## src/rtl/fir_result_sink.sv

```systemverilog
// Output sink for the serial FIR: rounds/saturates each result to DOUT_W bits and
// buffers it in a first-word-fall-through FIFO presented as a valid/ready stream.
module fir_result_sink #(
  parameter int DIN_W  = 29,
  parameter int DOUT_W = 12,
  parameter int SHIFT  = 16,
  parameter int DEPTH  = 8
) (
  input  logic                     clk,
  input  logic                     rst_n,
  input  logic                     rdy,
  input  logic [DIN_W-1:0]         yout,
  output logic                     m_valid,
  output logic [DOUT_W-1:0]        m_data,
  input  logic                     m_ready,
  output logic [$clog2(DEPTH):0]   level,
  output logic                     sat,
  output logic                     drop,
  output logic [7:0]               drop_cnt
);

  localparam int PW = $clog2(DEPTH);
  localparam int LW = PW + 1;
  localparam int QW = DIN_W + 1;

  localparam logic signed [QW-1:0] RND   = QW'(1) << (SHIFT - 1);
  localparam logic signed [QW-1:0] Q_MAX = QW'((1 << (DOUT_W - 1)) - 1);
  localparam logic signed [QW-1:0] Q_MIN = ~Q_MAX;
  localparam logic [DOUT_W-1:0]    D_MAX = {1'b0, {(DOUT_W-1){1'b1}}};
  localparam logic [DOUT_W-1:0]    D_MIN = {1'b1, {(DOUT_W-1){1'b0}}};

  logic [DIN_W-1:0]        yout_r;
  logic                    s1_v;
  logic                    s2_v;
  logic                    s2_sat;
  logic [DOUT_W-1:0]       s2_data;

  logic signed [QW-1:0]    t;
  logic signed [QW-1:0]    q;
  logic [DOUT_W-1:0]       scaled;
  logic                    scaled_sat;

  logic [DOUT_W-1:0]       mem [DEPTH];
  logic [PW-1:0]           wr_ptr;
  logic [PW-1:0]           rd_ptr;

  logic                    pop;
  logic                    full;
  logic                    room;
  logic                    push;

  // One extra bit of headroom keeps the rounding add from overflowing.
  always_comb begin
    t          = $signed({yout_r[DIN_W-1], yout_r}) + RND;
    q          = t >>> SHIFT;
    scaled     = q[DOUT_W-1:0];
    scaled_sat = 1'b0;
    if (q > Q_MAX) begin
      scaled     = D_MAX;
      scaled_sat = 1'b1;
    end else if (q < Q_MIN) begin
      scaled     = D_MIN;
      scaled_sat = 1'b1;
    end
  end

  assign m_valid = (level != '0);
  assign m_data  = m_valid ? mem[rd_ptr] : '0;
  assign pop     = m_valid & m_ready;
  assign full    = (level == LW'(DEPTH));
  assign room    = ~full | pop;
  assign push    = s2_v & room;

  // Datapath registers carry no reset; their valid bits qualify them.
  always_ff @(posedge clk) begin
    if (rdy) yout_r <= yout;
    s2_data <= scaled;
    s2_sat  <= scaled_sat;
    if (push) mem[wr_ptr] <= s2_data;
  end

  always_ff @(posedge clk) begin
    if (rst_n) begin
      s1_v     <= 1'b0;
      s2_v     <= 1'b0;
      wr_ptr   <= '0;
      rd_ptr   <= '0;
      level    <= '0;
      sat      <= 1'b0;
      drop     <= 1'b0;
      drop_cnt <= '0;
    end else begin
      s1_v <= rdy;
      s2_v <= s1_v;
      drop <= s2_v & ~room;
      if (s2_v && s2_sat) sat <= 1'b1;
      if (push) wr_ptr <= wr_ptr + PW'(1);
      if (pop)  rd_ptr <= rd_ptr + PW'(1);
      case ({push, pop})
        2'b10:   level <= level + LW'(1);
        2'b01:   level <= level - LW'(1);
        default: level <= level;
      endcase
      if (s2_v && !room && drop_cnt != 8'hFF) drop_cnt <= drop_cnt + 8'd1;
    end
  end

endmodule

```

## config.mk

```make
export PLATFORM = sky130hd
export DESIGN_NAME = fir_result_sink
export DESIGN_NICKNAME = d
export VERILOG_FILES = /design/src/rtl/fir_result_sink.sv
export SDC_FILE = /design/constraint.sdc
export NUM_CORES = 1
export LEC_CHECK = 0
export CAP_MARGIN = 25
export CORE_MARGIN = 2
export CORE_UTILIZATION = 60
export DETAILED_ROUTE_END_ITERATION = 8
export GPL_TIMING_DRIVEN = 0
export PLACE_DENSITY = 0.84
export SYNTH_ARGS = -nofsm -noshare
export SYNTH_HDL_FRONTEND = slang
export SYNTH_SLANG_ARGS = --single-unit
```

## constraint.sdc

```tcl
create_clock -name clk -period 6.73 [get_ports clk]
set_clock_uncertainty 0.1 [all_clocks]
set_input_delay 1.346 -clock clk [delete_from_list [all_inputs] [get_ports clk]]
set_output_delay 1.346 -clock clk [all_outputs]
set_load 0.02 [all_outputs]
```

-- Word level (Yosys, flattened, before mapping)
Memories as Yosys holds them, arrays and structs flattened. A register that Yosys moved wholly into a read port is not among the register bits.
Index checks and enable logic that the tools add are counted.
- flip-flop bits (word level): 64
- bits in latches: 0
- bits in writable memories: 96
- ROM bits: 0
- input port bits: 33
- word-level logic and storage cells: 44
- memories: 1
- memories (name ; depth ; width ; rd ports ; clocked after Yosys merged registers in ; write ports ; RTL line ; RTL):
    mem ; 8 ; 12 ; 1 ; 1 ; 1 ; 43 ; logic [DOUT_W-1:0] mem [DEPTH];
- add/sub/neg operators: 6
- multiply operators: 0
- div/mod/pow operators: 0
- magnitude comparators: 2
- eq/ne operators: 4
- shift-type cells: 0
- multiplexer cells: 8
- bitwise gates (word level): 6
- reductions and logical operators: 6
- operators with widths (kind ; number):
    $add 29x17->30 const B ; 1
    $mux 12 ; 2
    $gt 14x12->1 const B ; 1
    $lt 14x12->1 const B ; 1
    $add 8x1->8 const B ; 1
    $ne 8x8->1 const B ; 1
    $pmux 4 s2 ; 1
    $add 3x1->3 const B ; 2
    $mux 3 ; 2
    $add 4x1->4 const B ; 1
    $eq 4x4->1 const B ; 1
    $reduce_bool 4->1 ; 1
    $sub 4x1->4 const B ; 1
    $and 1x1->1 ; 3
    $logic_and 1x1->1 ; 3
    $mux 1 ; 3
    $eq 2x1->1 const B ; 1
    $eq 2x2->1 const B ; 1
    $not 1->1 ; 2
    $reduce_bool 2->1 ; 1
    $logic_not 1->1 ; 1
    $or 1x1->1 ; 1

-- Longest topological paths before layout
- depth in word-level cells: 6
- mapped depth: 12

-- Worst setup path after synthesis
OpenSTA, ideal clock, no wires.
- kind: input to register
- from: input port m_ready
- to: register level[3]
- setup time: 0.121 ns
- data arrival time: 3.086 ns
- data required time: 6.509 ns
- setup slack: 3.423 ns
- stages on the path: 8
- buffers on the path: 0
- cell sequence: nand2b_1 o21ai_1 ha_1 ha_1 a21o_1 a21oi_1 mux2i_1 mux2_2
- longest elaborated chain between the ends: 5
- elaborated cells on any way between the ends: 7
- those cells by class: 2 x eq/ne; 1 x mux; 3 x bitwise; 1 x reduce/logical
- RTL lines (item ; RTL line ; RTL):
    start: declaration ; 15 ; input logic m_ready,
    $and 1x1->1 * ; 69 ; assign pop = m_valid & m_ready;
    $or 1x1->1 ; 71 ; assign room = ~full | pop;
    $and 1x1->1 ; 72 ; assign push = s2_v & room;
    $eq 2x1->1 / $eq 2x2->1 (equally long branches) ; 99 ; case ({push, pop})
    $pmux 4 s2 / $reduce_bool 2->1 (equally long branches) ; - ;
    end signal: assignment ; 100 ; 2'b10: level <= level + LW'(1);
    end signal: assignment ; 101 ; 2'b01: level <= level - LW'(1);
    end signal: assignment ; 102 ; default: level <= level;
    end: declaration ; 16 ; output logic [$clog2(DEPTH):0] level,
Mark *: on every way between the ends. The rest lies on a longest branch, timed or not.
A chain may end at the register's enable or synchronous reset.

==> impl_metrics.csv <==
group,metric,value,unit
outcome,outcome,"completed",
timing,slew_violations,0,
global_routing,track_usage,0.231,
logic_synthesis,ys_warn_count,0,
die,die_x,103,um
timing,hold_viol,0,
drt,vias,3429,
placed_design,detailed_place_hpwl,7410,um
power_and_ir_drop,powerDensity,355,mW/mm^2
critical_path,reg2reg_slack,3770,ps
critical_path,max_stage_delay,610,ps
power_and_ir_drop,p_seq_frac,0.422,
timing,post-route-period-util,0.656,
drt,post-route-drc-count,0,
cells_and_area,final_net_count,480,
critical_path,cp-start-kind,"register",
drt,vias_per_cell,5.86,
cts,postCtsHoldBufs,0,
min_path,hold_path_end,"s2_v",
global_routing,grt_max_degree,17,
cts,cts_sinks,148,
logic_synthesis,ys_ff_latch,148,
critical_path,worstSetupPathType,"register to output port",
cts,cts_setup_buffers,0,
die,die_height,103,um
logic_synthesis,ys_types,50,
timing,rsz0062_at_grt,"no",
drt,wirelength,11300,um
critical_path,r2r_start,"level[0]",
global_routing,antenna_found_initial,0,
drt,wl_per_cell,19.2,um
logic_synthesis,synth.net_count,409,
critical_path,crit_chain,"buf_1, clkbuf_1, mux4_2, mux2i_1, nor2_1, clkdlybuf4s50_1",
logic_synthesis,syn_inst,368,
power_and_ir_drop,swShare,0.269,
global_routing,grt_pass1_vias,3451,
logic_synthesis,yosys-top-cells-area,"edfxtp_1, dfxtp_1, mux4_2",
timing,tightest_slew,872,ps
die,core,0.00964,sq mm
power_and_ir_drop,ir_drop,166,uV
flow_run,maxCapViolCount,0,
critical_path,cp.buffers_inverters,3,
drt,first_pass_iters,5,
critical_path,worstPathArrival,2970,ps
critical_path,cp_slowest_cell,"clkbuf_1",
min_path,hold_path_class,"register to register",
critical_path,crit_family,"buffers and inverters",
cts,clock_latency,520,ps
critical_path,regToRegEndpoint,"level[3]",
timing,fin_crit,4420,ps
power_and_ir_drop,p_sw,0.687,mW
die,start_util,0.612,
logic_synthesis,netlist_area,0.00589,sq mm
cts,cts_tree,"yes",
logic_synthesis,synth_edf_count,110,
min_path,hold_depth,1,
cells_and_area,n_antenna_cell,0,
die,die_area,0.0106,sq mm
power_and_ir_drop,p_int,1.87,mW
die,pin_count,60,
critical_path,cp.required,5280,ps
logic_synthesis,async_flop_share,0,
cts,clk_pin_slew_worst_paths,60,ps
cts,h-tree-depth,4,
logic_synthesis,ys.flop_type,"edfxtp_1",
logic_synthesis,seq_area_frac_synth,0.689,
cts,root_buffer,"clkbuf_8",
timing,setup_viol,0,
logic_synthesis,synth_top_area_cell,"edfxtp_1",
global_routing,grt_pass1_wl,17600,um
power_and_ir_drop,p_leak,2.39,nW
placed_design,place.gp.congestion,0.781,
global_routing,overflow,0,
logic_synthesis,syn_avg_cell_area,16.0,sq um
power_and_ir_drop,p_comb_frac,0.205,
cells_and_area,area_growth,22.3,%
min_path,hp-start,"s1_v",
drt,drt-initial-drc-count,237,
cells_and_area,layout-drive-gt1-share,0.186,
cts,clockBufferDepth,2,
critical_path,endpoint_kind,"output port",
timing,fmax,226,MHz
critical_path,reg2reg_depth,11,
cells_and_area,final_core_util,0.748,
placed_design,port-buffer-count,44,
cells_and_area,mostFrequentLayoutCells,"edfxtp_1, clkdlybuf4s50_1, dfxtp_1",
cts,cts_resized,0,
cts,numCtsBuffers,17,
critical_path,critPathMaxFanout,10,
drt,ant_nets,0,
logic_synthesis,synth_top_area_share,0.560,
timing,relSlewSlack,0.419,
die,rows,36,
power_and_ir_drop,p_clk_frac,0.373,
power_and_ir_drop,p_total,2.56,mW
timing,final.setup.tns,0,ps
cells_and_area,final_common_cell,"edfxtp_1",
==> power by group through the flow <==
stage	registers [mW]	clock network (mW)	logic [mW]
after global routing	1.08	1.00	0.571
after floorplan	1.09	0	0.346
after global placement	1.09	0	0.514
after detailed placement	1.10	0	0.527
after CTS	1.08	0.963	0.533
final	1.08	0.954	0.525
==> per-stage QoR <==
| step | setup slack [ps] | instance area, sq um | instances | hold WS (ps) |
|---|---|---|---|---|
| after detailed placement | 2720 | 6600 | 553 | 328 |
| after CTS | 2270 | 7210 | 585 | 342 |
| after floorplan | 3420 | 5890 | 368 | 314 |
| after global routing | 2160 | 7210 | 585 | 361 |
| after global placement | 2210 | 6500 | 545 | 319 |
| final | 2310 | 7210 | 585 | 337 |
==> state kept, by name (all words and copies together), names as in the netlist, named ones only <==
name,count
yout_r,14
wr_ptr,3
s2_v,1
s2_sat,1
s2_data,12
drop_cnt,8
mem,96
level,4
sat,1
drop,1
s1_v,1
rd_ptr,3
==> how the worst max path moves through the flow <==
stage,cells past startpoint,slack [ps],end
after floorplan,8,3420,level[3]
after global placement,5,2210,mem[0][9]
after detailed placement,9,2720,level[3]
after CTS,6,2270,m_data[7]
after global routing,6,2160,m_data[5]
final,6,2310,m_data[7]
==> cell usage after synthesis, drive strengths merged, types with 2 or more instances <==
master / instances
xnor2: 7
a21oi: 12
and4: 3
or3: 5
mux4: 24
nand2: 7
inv: 8
o21ai: 6
nor2: 39
nor2b: 4
nor3: 7
dfxtp: 38
nand4: 3
nand2b: 3
mux2: 2
nand3: 11
buf: 8
nor4: 2
ha: 7
and3: 3
o31ai: 3
mux2i: 15
o211ai: 13
edfxtp: 110
xor2: 8
clkbuf: 6
==> routing by layer <==
metal	share of wire	GRT usage	vias to the layer above
li1	-	-	1569
met1	0.39	0.279	1705
met2	0.54	0.400	135
met3	0.054	0.0529	20
met4	0.020	0.104	0
met5	0	0	-
==> cell families after synthesis <==
family          synth area share
mux                        0.121
fa+ha+maj                 0.0183
xor+xnor                  0.0236
buf+inv                   0.0163
simple gates              0.0832
compound gates            0.0482
flops                      0.689
==> worst reg2reg max path, cell delays in order (launching register included) <==
cell and delay, ps:
dfxtp_1 370, or3_4 440, nor2_4 140, inv_2 50, and2_1 160, buf_6 130
ha_1 230, ha_1 280, a21o_1 170, a21oi_1 200, mux2i_1 230, mux2_2 340
==> final cells by class <==
type / count / area [sq um]
flip-flops and latches: 148 / 4060
fillers: 588 / 2430
multi-input cells: 198 / 1740
repair buffers: 52 / 531
clock buffers: 19 / 432
clock inverters: 13 / 175
well taps: 133 / 166
plain buffers: 14 / 66.3
inverters: 8 / 30.0
Power figures use the tool's default switching activity.
